`src/rtl/uart_rx_if.sv`:
```
// uart_rx_if: byte-side and line-side signals of the UART receiver.
// The master side drives the serial line and the read strobe. The slave side
// is the receiver, which returns the buffered byte and its status flags.
interface uart_rx_if;
    logic       rx;
    logic       read_en;
    logic [7:0] data;
    logic       data_valid;
    logic       frame_error;
    logic       overrun;

    modport master (
        output rx,
        output read_en,
        input  data,
        input  data_valid,
        input  frame_error,
        input  overrun
    );

    modport slave (
        input  rx,
        input  read_en,
        output data,
        output data_valid,
        output frame_error,
        output overrun
    );
endinterface

```
`src/rtl/uart_rx.sv`:
```
// uart_rx: 8N1 UART receiver with a one-entry byte buffer.
// The line is synchronised, and the start bit is confirmed at its centre.
// Each following bit is then sampled one bit period after the previous one.
// Completed bytes are held until the CPU reads them. A low stop bit is
// reported as a sticky framing error, and a byte that lands on an unread
// byte is reported as a sticky overrun.
module uart_rx #(
    parameter int CLKS_PER_BIT = 434
) (
    input  logic      clk,
    input  logic      rst,
    uart_rx_if.slave  bus
);

    localparam int CNT_W = (CLKS_PER_BIT > 2) ? $clog2(CLKS_PER_BIT) : 2;
    localparam logic [CNT_W-1:0] CNT_LAST = CNT_W'(CLKS_PER_BIT - 1);
    localparam logic [CNT_W-1:0] CNT_HALF = CNT_W'((CLKS_PER_BIT / 2) - 1);

    typedef enum logic [1:0] {
        IDLE  = 2'd0,
        START = 2'd1,
        DATA  = 2'd2,
        STOP  = 2'd3
    } state_t;

    // Synchroniser flops (idle level is 1)
    logic             sync_meta_r;
    logic             rx_s;

    // Frame FSM and datapath
    state_t           state_r;
    state_t           state_nxt;
    logic [CNT_W-1:0] clk_cnt_r;
    logic [CNT_W-1:0] clk_cnt_nxt;
    logic [2:0]       bit_idx_r;
    logic [2:0]       bit_idx_nxt;
    logic [7:0]       shift_r;
    logic [7:0]       shift_nxt;

    // One-cycle frame outcome strobes from the FSM
    logic             complete_s;
    logic             stop_bad_s;

    // Registered outputs
    logic [7:0]       data_r;
    logic             data_valid_r;
    logic             frame_error_r;
    logic             overrun_r;

    // Two-flop synchroniser bringing the asynchronous pin into the clk domain
    always_ff @(posedge clk) begin
        if (rst) begin
            sync_meta_r <= 1'b1;
            rx_s        <= 1'b1;
        end else begin
            sync_meta_r <= bus.rx;
            rx_s        <= sync_meta_r;
        end
    end

    // FSM state, bit-period counter, bit index and shift register
    always_ff @(posedge clk) begin
        if (rst) begin
            state_r   <= IDLE;
            clk_cnt_r <= {CNT_W{1'b0}};
            bit_idx_r <= 3'd0;
            shift_r   <= 8'h00;
        end else begin
            state_r   <= state_nxt;
            clk_cnt_r <= clk_cnt_nxt;
            bit_idx_r <= bit_idx_nxt;
            shift_r   <= shift_nxt;
        end
    end

    // Next-state logic: centre-of-bit sampling and frame outcome strobes
    always_comb begin
        state_nxt   = state_r;
        clk_cnt_nxt = clk_cnt_r;
        bit_idx_nxt = bit_idx_r;
        shift_nxt   = shift_r;
        complete_s  = 1'b0;
        stop_bad_s  = 1'b0;

        case (state_r)
            IDLE: begin
                if (rx_s == 1'b0) begin
                    clk_cnt_nxt = {CNT_W{1'b0}};
                    state_nxt   = START;
                end else begin
                    state_nxt   = IDLE;
                end
            end

            START: begin
                if (clk_cnt_r == CNT_HALF) begin
                    // Still low at mid-bit is a real start bit. Otherwise it was a glitch.
                    if (rx_s == 1'b0) begin
                        clk_cnt_nxt = {CNT_W{1'b0}};
                        bit_idx_nxt = 3'd0;
                        state_nxt   = DATA;
                    end else begin
                        state_nxt   = IDLE;
                    end
                end else begin
                    clk_cnt_nxt = clk_cnt_r + CNT_W'(1);
                end
            end

            DATA: begin
                if (clk_cnt_r == CNT_LAST) begin
                    shift_nxt   = {rx_s, shift_r[7:1]};
                    clk_cnt_nxt = {CNT_W{1'b0}};
                    if (bit_idx_r == 3'd7) begin
                        state_nxt   = STOP;
                    end else begin
                        bit_idx_nxt = bit_idx_r + 3'd1;
                    end
                end else begin
                    clk_cnt_nxt = clk_cnt_r + CNT_W'(1);
                end
            end

            STOP: begin
                if (clk_cnt_r == CNT_LAST) begin
                    // Leaving at stop-bit centre lets an immediate next start bit be seen
                    clk_cnt_nxt = {CNT_W{1'b0}};
                    state_nxt   = IDLE;
                    if (rx_s == 1'b1) begin
                        complete_s = 1'b1;
                    end else begin
                        stop_bad_s = 1'b1;
                    end
                end else begin
                    clk_cnt_nxt = clk_cnt_r + CNT_W'(1);
                end
            end

            default: begin
                state_nxt   = IDLE;
                clk_cnt_nxt = {CNT_W{1'b0}};
                bit_idx_nxt = 3'd0;
            end
        endcase
    end

    // Byte buffer and sticky status flags, including the completion/read interplay
    always_ff @(posedge clk) begin
        if (rst) begin
            data_r        <= 8'h00;
            data_valid_r  <= 1'b0;
            frame_error_r <= 1'b0;
            overrun_r     <= 1'b0;
        end else if (complete_s) begin
            data_r       <= shift_r;
            data_valid_r <= 1'b1;
            if (bus.read_en) begin
                // The read consumes the old byte. The new byte takes its place, so nothing is lost.
                frame_error_r <= 1'b0;
                overrun_r     <= 1'b0;
            end else if (data_valid_r) begin
                overrun_r <= 1'b1;
            end else begin
                overrun_r <= overrun_r;
            end
        end else if (stop_bad_s) begin
            // A fresh framing error is kept even when a read lands in the same cycle
            frame_error_r <= 1'b1;
            if (bus.read_en) begin
                data_valid_r <= 1'b0;
                overrun_r    <= 1'b0;
            end else begin
                data_valid_r <= data_valid_r;
            end
        end else if (bus.read_en) begin
            data_valid_r  <= 1'b0;
            frame_error_r <= 1'b0;
            overrun_r     <= 1'b0;
        end else begin
            data_valid_r  <= data_valid_r;
        end
    end

    assign bus.data        = data_r;
    assign bus.data_valid  = data_valid_r;
    assign bus.frame_error = frame_error_r;
    assign bus.overrun     = overrun_r;

endmodule

```
`src/flat_wrapper.sv`:
```
// flat-port wrapper written by rule: the top's interface ports become plain ports
module uart_rx_flat 
#(
    parameter int CLKS_PER_BIT = 434
)
  (clk, rst, bus_rx, bus_read_en, bus_data, bus_data_valid, bus_frame_error, bus_overrun);
  uart_rx_if bus_i ();
  input  logic clk;
  input  logic rst;
  input wire logic [$bits(bus_i.rx)-1:0] bus_rx;
  input wire logic [$bits(bus_i.read_en)-1:0] bus_read_en;
  output wire logic [$bits(bus_i.data)-1:0] bus_data;
  output wire logic [$bits(bus_i.data_valid)-1:0] bus_data_valid;
  output wire logic [$bits(bus_i.frame_error)-1:0] bus_frame_error;
  output wire logic [$bits(bus_i.overrun)-1:0] bus_overrun;
  assign bus_i.rx = bus_rx;
  assign bus_i.read_en = bus_read_en;
  assign bus_data = bus_i.data;
  assign bus_data_valid = bus_i.data_valid;
  assign bus_frame_error = bus_i.frame_error;
  assign bus_overrun = bus_i.overrun;
  uart_rx #(.CLKS_PER_BIT(CLKS_PER_BIT)) u_core (.clk(clk), .rst(rst), .bus(bus_i));
endmodule
```
`config.mk`:
```
export PLATFORM = sky130hd
export DESIGN_NAME = uart_rx_flat
export DESIGN_NICKNAME = d
export VERILOG_FILES = /design/src/rtl/uart_rx_if.sv /design/src/rtl/uart_rx.sv /design/src/flat_wrapper.sv
export SDC_FILE = /design/constraint.sdc
export NUM_CORES = 1
export LEC_CHECK = 0
export ABC_AREA = 0
export CAP_MARGIN = 20
export CELL_PAD_IN_SITES_DETAIL_PLACEMENT = 1
export CELL_PAD_IN_SITES_GLOBAL_PLACEMENT = 1
export CORE_ASPECT_RATIO = 1.75
export CORE_MARGIN = 5
export CORE_UTILIZATION = 44
export CTS_CLUSTER_DIAMETER = 200
export CTS_CLUSTER_SIZE = 28
export DETAILED_ROUTE_END_ITERATION = 8
export HOLD_SLACK_MARGIN = 0.12
export PLACE_DENSITY_LB_ADDON = 0.1
export SLEW_MARGIN = 10
export SYNTH_ARGS = -nofsm -noshare
export SYNTH_HDL_FRONTEND = slang
export SYNTH_SLANG_ARGS = --single-unit
export TNS_END_PERCENT = 50
```
`constraint.sdc`:
```
create_clock -name clk -period 2.4 [get_ports clk]
set_input_delay 0.36 -clock clk [delete_from_list [all_inputs] [get_ports clk]]
set_output_delay 0.36 -clock clk [all_outputs]
set_load 0.02 [all_outputs]
```
**Yosys cells after proc, flatten, opt, wreduce, memory -nomap -nowiden**

Cells that the tools add are included.

- Word-level logic and storage cells: 63
- Input port bits: 4
- Output and inout bits: 11
- Flip-flop bits (word level): 35

- Reduce and logical (&&, ||, !) cells: 9
- Muxes and demuxes: 30
- Add/sub/neg operators: 2
- Equality and inequality tests: 12

Operators by type and width:

| kind | count |
|---|---|
| $mux W9 | 3 |
| $pmux W9 S3 | 1 |
| $mux W1 | 15 |
| $mux W3 | 4 |
| $mux W2 | 5 |
| $add A9 B1 Y9 const B | 1 |
| $eq A9 B8 Y1 const B | 1 |
| $eq A9 B9 Y1 const B | 1 |
| $ne A2 B1 Y1 const B | 4 |
| $pmux W2 S4 | 1 |
| $pmux W3 S2 | 1 |
| $reduce_bool A2 Y1 | 3 |
| $reduce_and A5 Y1 | 1 |
| $eq A2 B2 Y1 const B | 2 |
| $ne A2 B2 Y1 const B | 2 |
| $reduce_and A2 Y1 | 2 |
| $reduce_and A4 Y1 | 1 |
| $add A3 B1 Y3 const B | 1 |
| $eq A3 B3 Y1 const B | 1 |
| $eq A2 B1 Y1 const B | 1 |
| $logic_not A2 Y1 | 1 |
| $reduce_or A2 Y1 | 1 |

**Depth between registers and ports, before layout**

- Word-level depth: 5
- Gate-level depth with buffers: 7
- Gate-level depth less buffers: 6

**Least setup slack after synthesis**

No wires, ideal clock.

- Kind: register to register
- From: reg u_core.clk_cnt_r[0]
- To: reg u_core.bit_idx_r[2]
- Arrival time: 1.639 ns
- Required time: 2.329 ns
- Path slack: 0.691 ns
- Clock period less this slack: 1.709 ns
- Cell stages (with the launch flop): 7
- Buffers on the path: 0
- Setup time: 0.071 ns
- Path through: dfxtp_1 -> inv_1 -> ha_1 -> nand4bb_4 -> o31a_1 -> or4_1 -> a21oi_1

- Cells in the longest elaborated chain, start to end: 3
- Elaborated cells between the ends (all ways): 5
- Classes of those cells: eq/ne (4); reduce/logical (1)

RTL lines:

| element | line | text |
|---|---|---|
| from (decl) | uart_rx.sv:33 | `logic [CNT_W-1:0] clk_cnt_r;` |
| from (signal assigned) | uart_rx.sv:65 | `clk_cnt_r <= {CNT_W{1'b0}};` |
| from (signal assigned) | uart_rx.sv:70 | `clk_cnt_r <= clk_cnt_nxt;` |
| $eq A9 B9 Y1 / $eq A9 B8 Y1 (equally long branches) | uart_rx.sv:111, uart_rx.sv:96 |  |
| $ne A2 B1 Y1 (no line) | n/a |  |
| $reduce_and A5 Y1 (no line) (*) | n/a |  |
| to (signal assigned) | uart_rx.sv:71 | `bit_idx_r <= bit_idx_nxt;` |
| to (decl) | uart_rx.sv:35 | `logic [2:0] bit_idx_r;` |

Every way passes the cells marked *; elsewhere a longest branch is shown, timed or not.
A chain may end at the register's enable or synchronous reset.

**Worst setup path in the final report**

- From: reg u_core.clk_cnt_r[1]
- To: reg u_core.clk_cnt_r[5]

- Cells in the longest elaborated chain, start to end: 3
- Elaborated cells between the ends (all ways): 6
- Classes of those cells: add/sub (1); eq/ne (2); mux (3)

RTL lines:

| element | line | text |
|---|---|---|
| $add A9 B1 Y9 (tied with other cells) | uart_rx.sv:106, uart_rx.sv:120, uart_rx.sv:135 |  |
| $mux W9, on equally long branches | uart_rx.sv:111, uart_rx.sv:125, uart_rx.sv:96 |  |
| $pmux W9 S3 (*) | uart_rx.sv:85 | `case (state_r)` |

Marks and branches as above.

==> flow_summary.json <==
{
  "cts-root-buf": "clkbuf_8",
  "place.port_buffers": 14,
  "clk_latency_ps": 280,
  "synth_fp_nets": 204,
  "grt_usage": 0.177,
  "boundaryPins": 15,
  "ys.flop_type": "dfxtp_1",
  "startpoint": "u_core.clk_cnt_r[1]$_SDFF_PP0_",
  "r2r-start": "u_core.clk_cnt_r[1]$_SDFF_PP0_",
  "synth.avg_cell_area_um2": 9.22,
  "p_int_w": 0.000793,
  "power.leakage_nw": 0.783,
  "synth_seq_area_share": 0.398,
  "yosysTopAreaCell": "dfxtp_1",
  "post-synth-top-count-cell": "dfxtp_1",
  "vias": 1453,
  "start_util": 0.456,
  "fmax_ghz": 0.531,
  "wl_per_cell_um": 17.7,
  "synth_edf_count": 0,
  "worst_pin_slew_ps": 550,
  "antenna_found_initial": 0,
  "min_period_over_period": 0.785,
  "setup_violations": 0,
  "path_max_fanout": 10,
  "dr.pass1.iters": 4,
  "grt_pass1_wl_um": 7380,
  "die_x_um": 57.8,
  "cts_tree": "built",
  "numClockSinks": 35,
  "hpwl_um": 3420,
  "min_from": "u_core.sync_meta_r$_SDFF_PP1_",
  "via_per_inst": 5.77,
  "drv_slew": 0,
  "ff2ff_setup_slack_ps": 520,
  "die_area_um2": 5420,
  "rsz0062_at_grt": "no",
  "worstSetupPathType": "reg2reg",
  "post_cts_resize_count": 0,
  "rows": 30,
  "synth_top_area_share": 0.398,
  "place_area_um2": 1930,
  "diodes": 0,
  "ir_drop_v": 0.000410,
  "synth_warnings": 0,
  "crit_path_top_delay_cell": "a21oi_2",
  "dp_slack_ps": 551,
  "status": "complete, no violations",
  "end_kind": "flip-flop",
  "setup_tns_ps": 0,
  "powerDensity_nw_per_um2": 514,
  "drtIter0Drc": 21,
  "cts_max_level": 2,
  "clk_pin_slew_ps": 70,
  "finalCriticalPeriod_ps": 1880,
  "grt_max_degree": 24,
  "grt_pass1_vias": 1553,
  "cpPeakStageDelay_ps": 410,
  "synthArstFlopShare": 0,
  "power_frac_seq": 0.567,
  "combPwrFrac": 0.045,
  "nets": 218,
  "area_delta_synth_final_pct": 14.1,
  "finClkSkew_ps": 8.09,
  "die_h_um": 93.7,
  "finalHoldViolCount": 0,
  "yosys_register_bits": 35,
  "power_frac_clock": 0.388,
  "path_cells": "inv_1, ha_1, and4bb_2, a21oi_2, o21ai_0, o221ai_1",
  "overflow": 0,
  "layout-drive-gt1-share": 0.0686,
  "synth_common_cells": "35 x dfxtp_1, 21 x nor2_1, 19 x mux2i_1, 14 x inv_1, 9 x ha_1",
  "arrival_ps": 2090,
  "globalplace.congestion": 0.848,
  "fin_area_um2": 2010,
  "synth.area.top_cells": "dfxtp_1 40%, mux2i_1 11%, ha_1 6.4%, nor2_1 4.5%, o221ai_1 3.5%",
  "required_ps": 2600,
  "slew_headroom": 0.632,
  "maxCapViolations": 0,
  "numCtsBuffers": 5,
  "p_switching_w": 0.000241,
  "cts_hold_buf": 0,
  "setup_slack_ps": 517,
  "core_area_um2": 3870,
  "syn-cell-area_um2": 1760,
  "ys_types": 40,
  "cts_buffer_depth": 2,
  "hold_class": "reg2reg",
  "antenna_left": 0,
  "cp-start-kind": "flip-flop",
  "cts_setup_buffers": 0,
  "synthCells": 191,
  "route.detailed.drc": 0,
  "switching_share": 0.233,
  "wl_um": 4460,
  "fillerInstances": 455
}
-- sequential cells by signal (all words and copies together) (netlist names), named ones only --
signal                  flops
u_core.bit_idx_r            3
u_core.shift_r              8
u_core.bus.data             8
u_core.bus.overrun          1
u_core.clk_cnt_r            9
u_core.rx_s                 1
u_core.sync_meta_r          1
u_core.bus.data_valid       1
u_core.state_r              1
u_core.bus.frame_error      1
-- power groups by stage --
stage	Clock, W	Combinational (W)	Sequential (W)
final	0.000401	0.0000466	0.000587
after floorplan	0	0.0000312	0.000598
after detailed placement	0	0.0000470	0.000600
after global placement	0	0.0000447	0.000600
after CTS	0.000410	0.0000470	0.000587
after global routing	0.000439	0.0000510	0.000587
-- cells in the final DEF (no fill, tap or decap), types with 2 or more instances in the layout --
cell type and instances:
o21ai_0 4, or4_1 2, and2_1 2, mux2i_1 19, nand2b_1 5, clkbuf_8 5, nand3b_1 2, inv_1 14
nand2_1 6, nor2_1 21, o21ai_1 2, buf_4 3, or3_1 3, and4b_1 2, clkdlybuf4s50_1 14, or2_2 2
dfxtp_1 35, o221ai_1 7, o31a_1 4, nand3_1 6, a21oi_1 7, nand4b_1 2, ha_1 9, o21a_1 2
nor4_1 4, o211ai_1 3, o31ai_1 3, nor3_1 4
-- worst max-delay path: cells and delay by family (launching register included) --
family,cells,cell delay [ps]
AOI/OAI and AO/OA,3,810
adders and majority gates,1,230
buffers and inverters,1,90
and+or+nand+nor,1,270
DFF,1,400
-- kinds of logic after synthesis --
logic type,synth area share
compound gates,0.153
fa+ha+maj,0.0639
buf+inv,0.0582
flops,0.398
mux,0.108
simple gates,0.219
-- metrics by stage --
stage / util / instances / total power (W) / hold WS, ps
3_5_place_dp: 0.500 / 246 / 0.000647 / 418
5_1_grt: 0.520 / 252 / 0.00108 / 449
6_report: 0.520 / 252 / 0.00103 / 431
4_1_cts: 0.520 / 252 / 0.00104 / 435
2_1_floorplan: - / 191 / 0.000629 / 389
3_3_place_gp: 0.500 / 246 / 0.000644 / 390
-- per-layer routing --
| layer | GRT usage | wire, um | vias up |
|---|---|---|---|
| met4 | 0.0890 | 97 | 0 |
| li1 | - | - | 720 |
| met1 | 0.173 | 1770 | 703 |
| met3 | 0.0316 | 75 | 8 |
| met5 | 0 | 0 | - |
| met2 | 0.340 | 2520 | 22 |
-- path summary, 6_finish.rpt --
path / end / cells after the start
worst max-delay path: u_core.clk_cnt_r[5]$_SDFF_PP0_ / 6
worst min-delay path: u_core.rx_s$_SDFF_PP1_ / 1
worst max register to register: u_core.clk_cnt_r[5]$_SDFF_PP0_ / 6
worst min register to register: u_core.rx_s$_SDFF_PP1_ / 1
-- final cells by class --
type                       count  area [um2]  share of cell area
multi-input combinational    132         958               0.477
sequential                    35         701               0.348
timing repair buffer          17         163              0.0809
clock buffer                   5        68.8              0.0342
tap                           48        60.1              0.0299
inverter                      14        52.6              0.0261
clock inverter                 1        7.51             0.00373
No activity file was read; power rests on OpenSTA's default activity.
==> RTL change 1 (same settings) <==
`CLKS_PER_BIT` is set to 434 in 2 places; all go to 217.
--- a/src/rtl/uart_rx.sv
+++ b/src/rtl/uart_rx.sv
@@ -5,7 +5,7 @@
 // reported as a sticky framing error, and a byte that lands on an unread
 // byte is reported as a sticky overrun.
 module uart_rx #(
-    parameter int CLKS_PER_BIT = 434
+    parameter int CLKS_PER_BIT = 217
 ) (
     input  logic      clk,
     input  logic      rst,
--- a/src/flat_wrapper.sv
+++ b/src/flat_wrapper.sv
@@ -1,7 +1,7 @@
 // flat-port wrapper written by rule: the top's interface ports become plain ports
 module uart_rx_flat 
 #(
-    parameter int CLKS_PER_BIT = 434
+    parameter int CLKS_PER_BIT = 217
 )
   (clk, rst, bus_rx, bus_read_en, bus_data, bus_data_valid, bus_frame_error, bus_overrun);
   uart_rx_if bus_i ();
Formal check against the unedited RTL: same outputs for any inputs over 10 cycles, from zero or initial values and one cycle with rst high; that may be too few to reach the edited logic, so the function may still have changed.
==> RTL change 1 against the original RTL <==
Synthesized area fell by 5.1%; sequential cell count decreased by 1; total power is 0.32% lower; combinational power shrank 23%; sequential power shrank 3%; wire length decreased by 13%; setup slack got worse by 0.11 ns; via count down 7.4%; final area down 4.2%; count of clock-buffer cells in the layout increased by 2; first-iteration DRC count is 38% lower; largest cell class unchanged; highest routed layer unchanged.
==> RTL change 1: results (changes against the original RTL) <==
M1 WL=1450 um (-18%); count of non-CTS buffers in the layout=15 (-2); Pwr Total=0.00103 W (-0.32%); top cells by instance count after synthesis=dfxtp_1, nor2_1, mux2i_1; CTS Sinks=34 (-2.9%); Multi-Input Combinational=127 (-3.8%); Synth Net Count=194 (-4.9%); area of the multi-input gates=900 um2 (-6.1%); GR met2 Demand/Resource=0.318 (-0.0221); power share of the sequential group=0.552 (-0.015); WL met2=2240 um (-11%); crit path time final=2.00 ns (+0.113 ns); CP arrival=2.16 ns (+0.07 ns); met3 Track Usage GR=0.0355 (+0.00382); Routed WL=3860 um (-13%); gr usage total=0.161 (-0.0161); clock buffer count=7 (+2); GR Layer Usage met1=0.153 (-0.0204); Seq area share=0.353 (+0.00500); vias in the first global route=1433 (-7.7%); Reg2Reg Setup Slack=0.40 ns (-0.11 ns); Comb. pwr=0.0000357 W (-23%); largest net degree at the start of global routing=22 (-8.3%); Post-synth ARST share=0 (unchanged); post-synth cell types=45 (+13%); Largest stage delay, worst path=0.57 ns (+0.16 ns); register area share after synthesis=0.407 (+0.00946); pre-CTS setup slack=0.389 ns (-0.161 ns); Max IR drop VDD=322 uV (-21%); Final Skew=0.00687 ns (-0.00122 ns); fillcell total=442 (-2.9%); first-pass GRT wire length=6640 um (-9.9%); fraction of layout cells with a size suffix above 1=0.0914 (+0.0227); Layout non-clock buf frac=0.0767 (-0.00422); Crit-path slowest cell=nand4_1; WL met3=114 um (+52%); dpl hpwl=3090 um (-9.7%); CTS Buf Count=5 (unchanged); I/O Buffers=14 (unchanged); starting DRC count in detailed routing=13 (-38%); clk tree area frac=0.0474 (+0.00947); Pint=0.000811 W (+2.2%); Worst Setup EP=u_core.bus.data[2]$_SDFFE_PP0P_; Least-Margin Pin Slew=0.651 ns (+0.101 ns); r2r startpoint=u_core.clk_cnt_r[0]$_SDFF_PP0_; ranking of synthesized cells by area=dfxtp_1, mux2i_1, ha_1; outcome=completed; inverters=13 (-1); drt pass-1 iters=4 (unchanged); critical path's top delay family=simple AND/OR/NAND/NOR gates
## RTL change 1: cell count changes after synthesis, sizes merged, moves of 3 or more
cell    before  now
nand2        6   11
o221ai       7    2
nand3        6   10
o21ai        6    2
o31a         4    0
a21oi        8    5
buf          6    3
nor4         4    1
## RTL change 1: stage by stage
step	hold WS (ns)	std cells	instance area, um2	utilization
final	0.424	243	1930	0.525
after global routing	0.430	243	1930	0.525
after CTS	0.429	243	1930	0.525
after detailed placement	0.414	235	1830	0.501
after global placement	0.397	235	1830	0.501
after floorplan	0.389	182	1670	-
## RTL change 1: kinds of logic after synthesis
| group | share of synthesized area |
|---|---|
| AND/OR/NAND/NOR | 0.210 |
| buffers and inverters | 0.0546 |
| flip-flops | 0.407 |
| multiplexers | 0.129 |
| XOR/XNOR | 0.0105 |
| adder cells (fa/ha/maj) | 0.0599 |
| AO/OA/AOI/OAI | 0.130 |
==> RTL change 2 (config.mk and constraints unchanged) <==
Made on the original files. `shift_r` no longer has a reset.
--- a/src/rtl/uart_rx.sv
+++ b/src/rtl/uart_rx.sv
@@ -64,13 +64,15 @@
             state_r   <= IDLE;
             clk_cnt_r <= {CNT_W{1'b0}};
             bit_idx_r <= 3'd0;
-            shift_r   <= 8'h00;
         end else begin
             state_r   <= state_nxt;
             clk_cnt_r <= clk_cnt_nxt;
             bit_idx_r <= bit_idx_nxt;
-            shift_r   <= shift_nxt;
         end
+    end
+
+    always_ff @(posedge clk) begin
+        shift_r <= shift_nxt;
     end
 
     // Next-state logic: centre-of-bit sampling and frame outcome strobes
Function: same outputs for any inputs over 10 cycles, from zero or initial values and one cycle with rst high; that may be too few to reach the edited logic, so the function may still have changed.
==> RTL change 2 against the original RTL <==
Total power rose by 0.31%; via count fell by 16%; critical endpoint is now u_core.clk_cnt_r[0]$_SDFF_PP0_; setup slack improved by 0.096 ns; clock skew fell by 0.0030 ns; final area fell by 7.2%; sequential cell count did not move; highest routed layer unchanged; synthesized area fell by 9.9%; wire length fell by 20%; sequential power rose by 3.4%; global-route usage fell by 1.5 points; sequential share of layout area rose by 7.0 points; fmax rose by 5.4%; critical path depth did not move.
==> RTL change 2: results (changes against the original RTL) <==
outcome=completed; pre-CTS setup slack=0.549 ns (-0.00102 ns); vias in the first global route=1332 (-14%); CP arrival=1.96 ns (-0.13 ns); number of synthesized flops with an enable pin=8 (+8); clock root buffer=clkbuf_8; fin nets=185 (-15%); ranking of synthesized cells by area=dfxtp_1, edfxtp_1, mux2i_1; CTS clk-pin slew, worst paths=0.07 ns (about the same); Post-synth ARST share=0 (unchanged); Pint=0.000816 W (+2.8%); Slew HR=0.670 (+0.0376); routed len/inst=15.9 um (-10%); Largest stage delay, worst path=0.46 ns (+0.05 ns); syn avg cell area=10.0 um2 (+9.0%); Post-Place Cells=215 (-13%); register area share after synthesis=0.492 (+0.0940); Max IR drop VDD=284 uV (-31%); dpl hpwl=2780 um (-19%); largest net degree at the start of global routing=13 (-46%); Routed WL=3550 um (-20%); Final Skew=0.00505 ns (-0.00304 ns); crit path max fanout=8 (-2); gr usage total=0.162 (-0.0150); vias=1225 (-16%); first-pass GRT wire length=6290 um (-15%); Synth Net Count=167 (-18%); most flop-heavy register=u_core.clk_cnt_r; Crit-path slowest cell=dfxtp_1; Leakage=0.641 nW (-18%); fraction of layout cells with a size suffix above 1=0.107 (+0.0387); starting DRC count in detailed routing=16 (-24%); top cells by instance count after synthesis=dfxtp_1, nor2_1, nand2_1; post-synth cell types=46 (+15%)
## RTL change 2: cell types whose count changed after synthesis, moves of 5 or more
cell,before,now
mux2i_1,19,9
dfxtp_1,35,27
edfxtp_1,0,8
o221ai_1,7,0
nor2_1,21,15
o22ai_1,0,6
inv_1,14,9
nand2_1,6,11
## RTL change 2: path summary, 6_finish.rpt
path	start	end	slack, ns	cells after the start
worst max-delay path	u_core.clk_cnt_r[0]$_SDFF_PP0_	u_core.clk_cnt_r[0]$_SDFF_PP0_	0.61	6
worst min-delay path	u_core.sync_meta_r$_SDFF_PP1_	u_core.rx_s$_SDFF_PP1_	0.41	1
worst max register to register	u_core.clk_cnt_r[0]$_SDFF_PP0_	u_core.clk_cnt_r[0]$_SDFF_PP0_	0.61	6
worst min register to register	u_core.sync_meta_r$_SDFF_PP1_	u_core.rx_s$_SDFF_PP1_	0.41	1
## RTL change 2: layout make-up
cell class | count | area, um2
clock buffers | 6 | 72.6
clock inverters | 2 | 8.76
fillers | 434 | 1690
inverters | 9 | 33.8
multi-input cells | 108 | 749
flip-flops and latches | 35 | 781
well taps | 46 | 57.6
repair buffers | 17 | 163
## RTL change 2: logic make-up (layout without fill, tap and decap cells)
kind of cell / Yosys count / count (layout) / synth area share
muxes: 9 / 9 / 0.0567
and+or+nand+nor: 64 / 64 / 0.229
buffers and inverters: 15 / 34 / 0.0394
AOI/OAI and AO/OA: 28 / 28 / 0.133
DFF: 35 / 35 / 0.492
xor gates and xnor gates: 2 / 2 / 0.0110
adders and majority gates: 5 / 5 / 0.0394
## RTL change 2: per-stage QoR
stage | hold WS [ns] | total power [W] | utilization | area, um2
detailed placement | 0.396 | 0.000655 | 0.502 | 1780
finish | 0.412 | 0.00104 | 0.525 | 1870
CTS | 0.416 | 0.00105 | 0.525 | 1870
floorplan | 0.389 | 0.000640 | - | 1590
global route | 0.424 | 0.00108 | 0.525 | 1870
global placement | 0.396 | 0.000654 | 0.502 | 1780
## RTL change 2: power by group through the flow
stage	Clock (W)	Sequential, W	Combinational [W]
3_3_place_gp	0	0.000620	0.0000342
5_1_grt	0.000439	0.000607	0.0000388
2_1_floorplan	0	0.000618	0.0000219
4_1_cts	0.000410	0.000607	0.0000355
3_5_place_dp	0	0.000620	0.0000351
6_report	0.000395	0.000607	0.0000348
## RTL change 2: per-layer routing
layer	vias up	track usage	routed length (um)
met5	-	0	0
met4	0	0.0885	91
met3	8	0.0289	67
met2	19	0.324	2080
met1	594	0.154	1310
li1	604	-	-
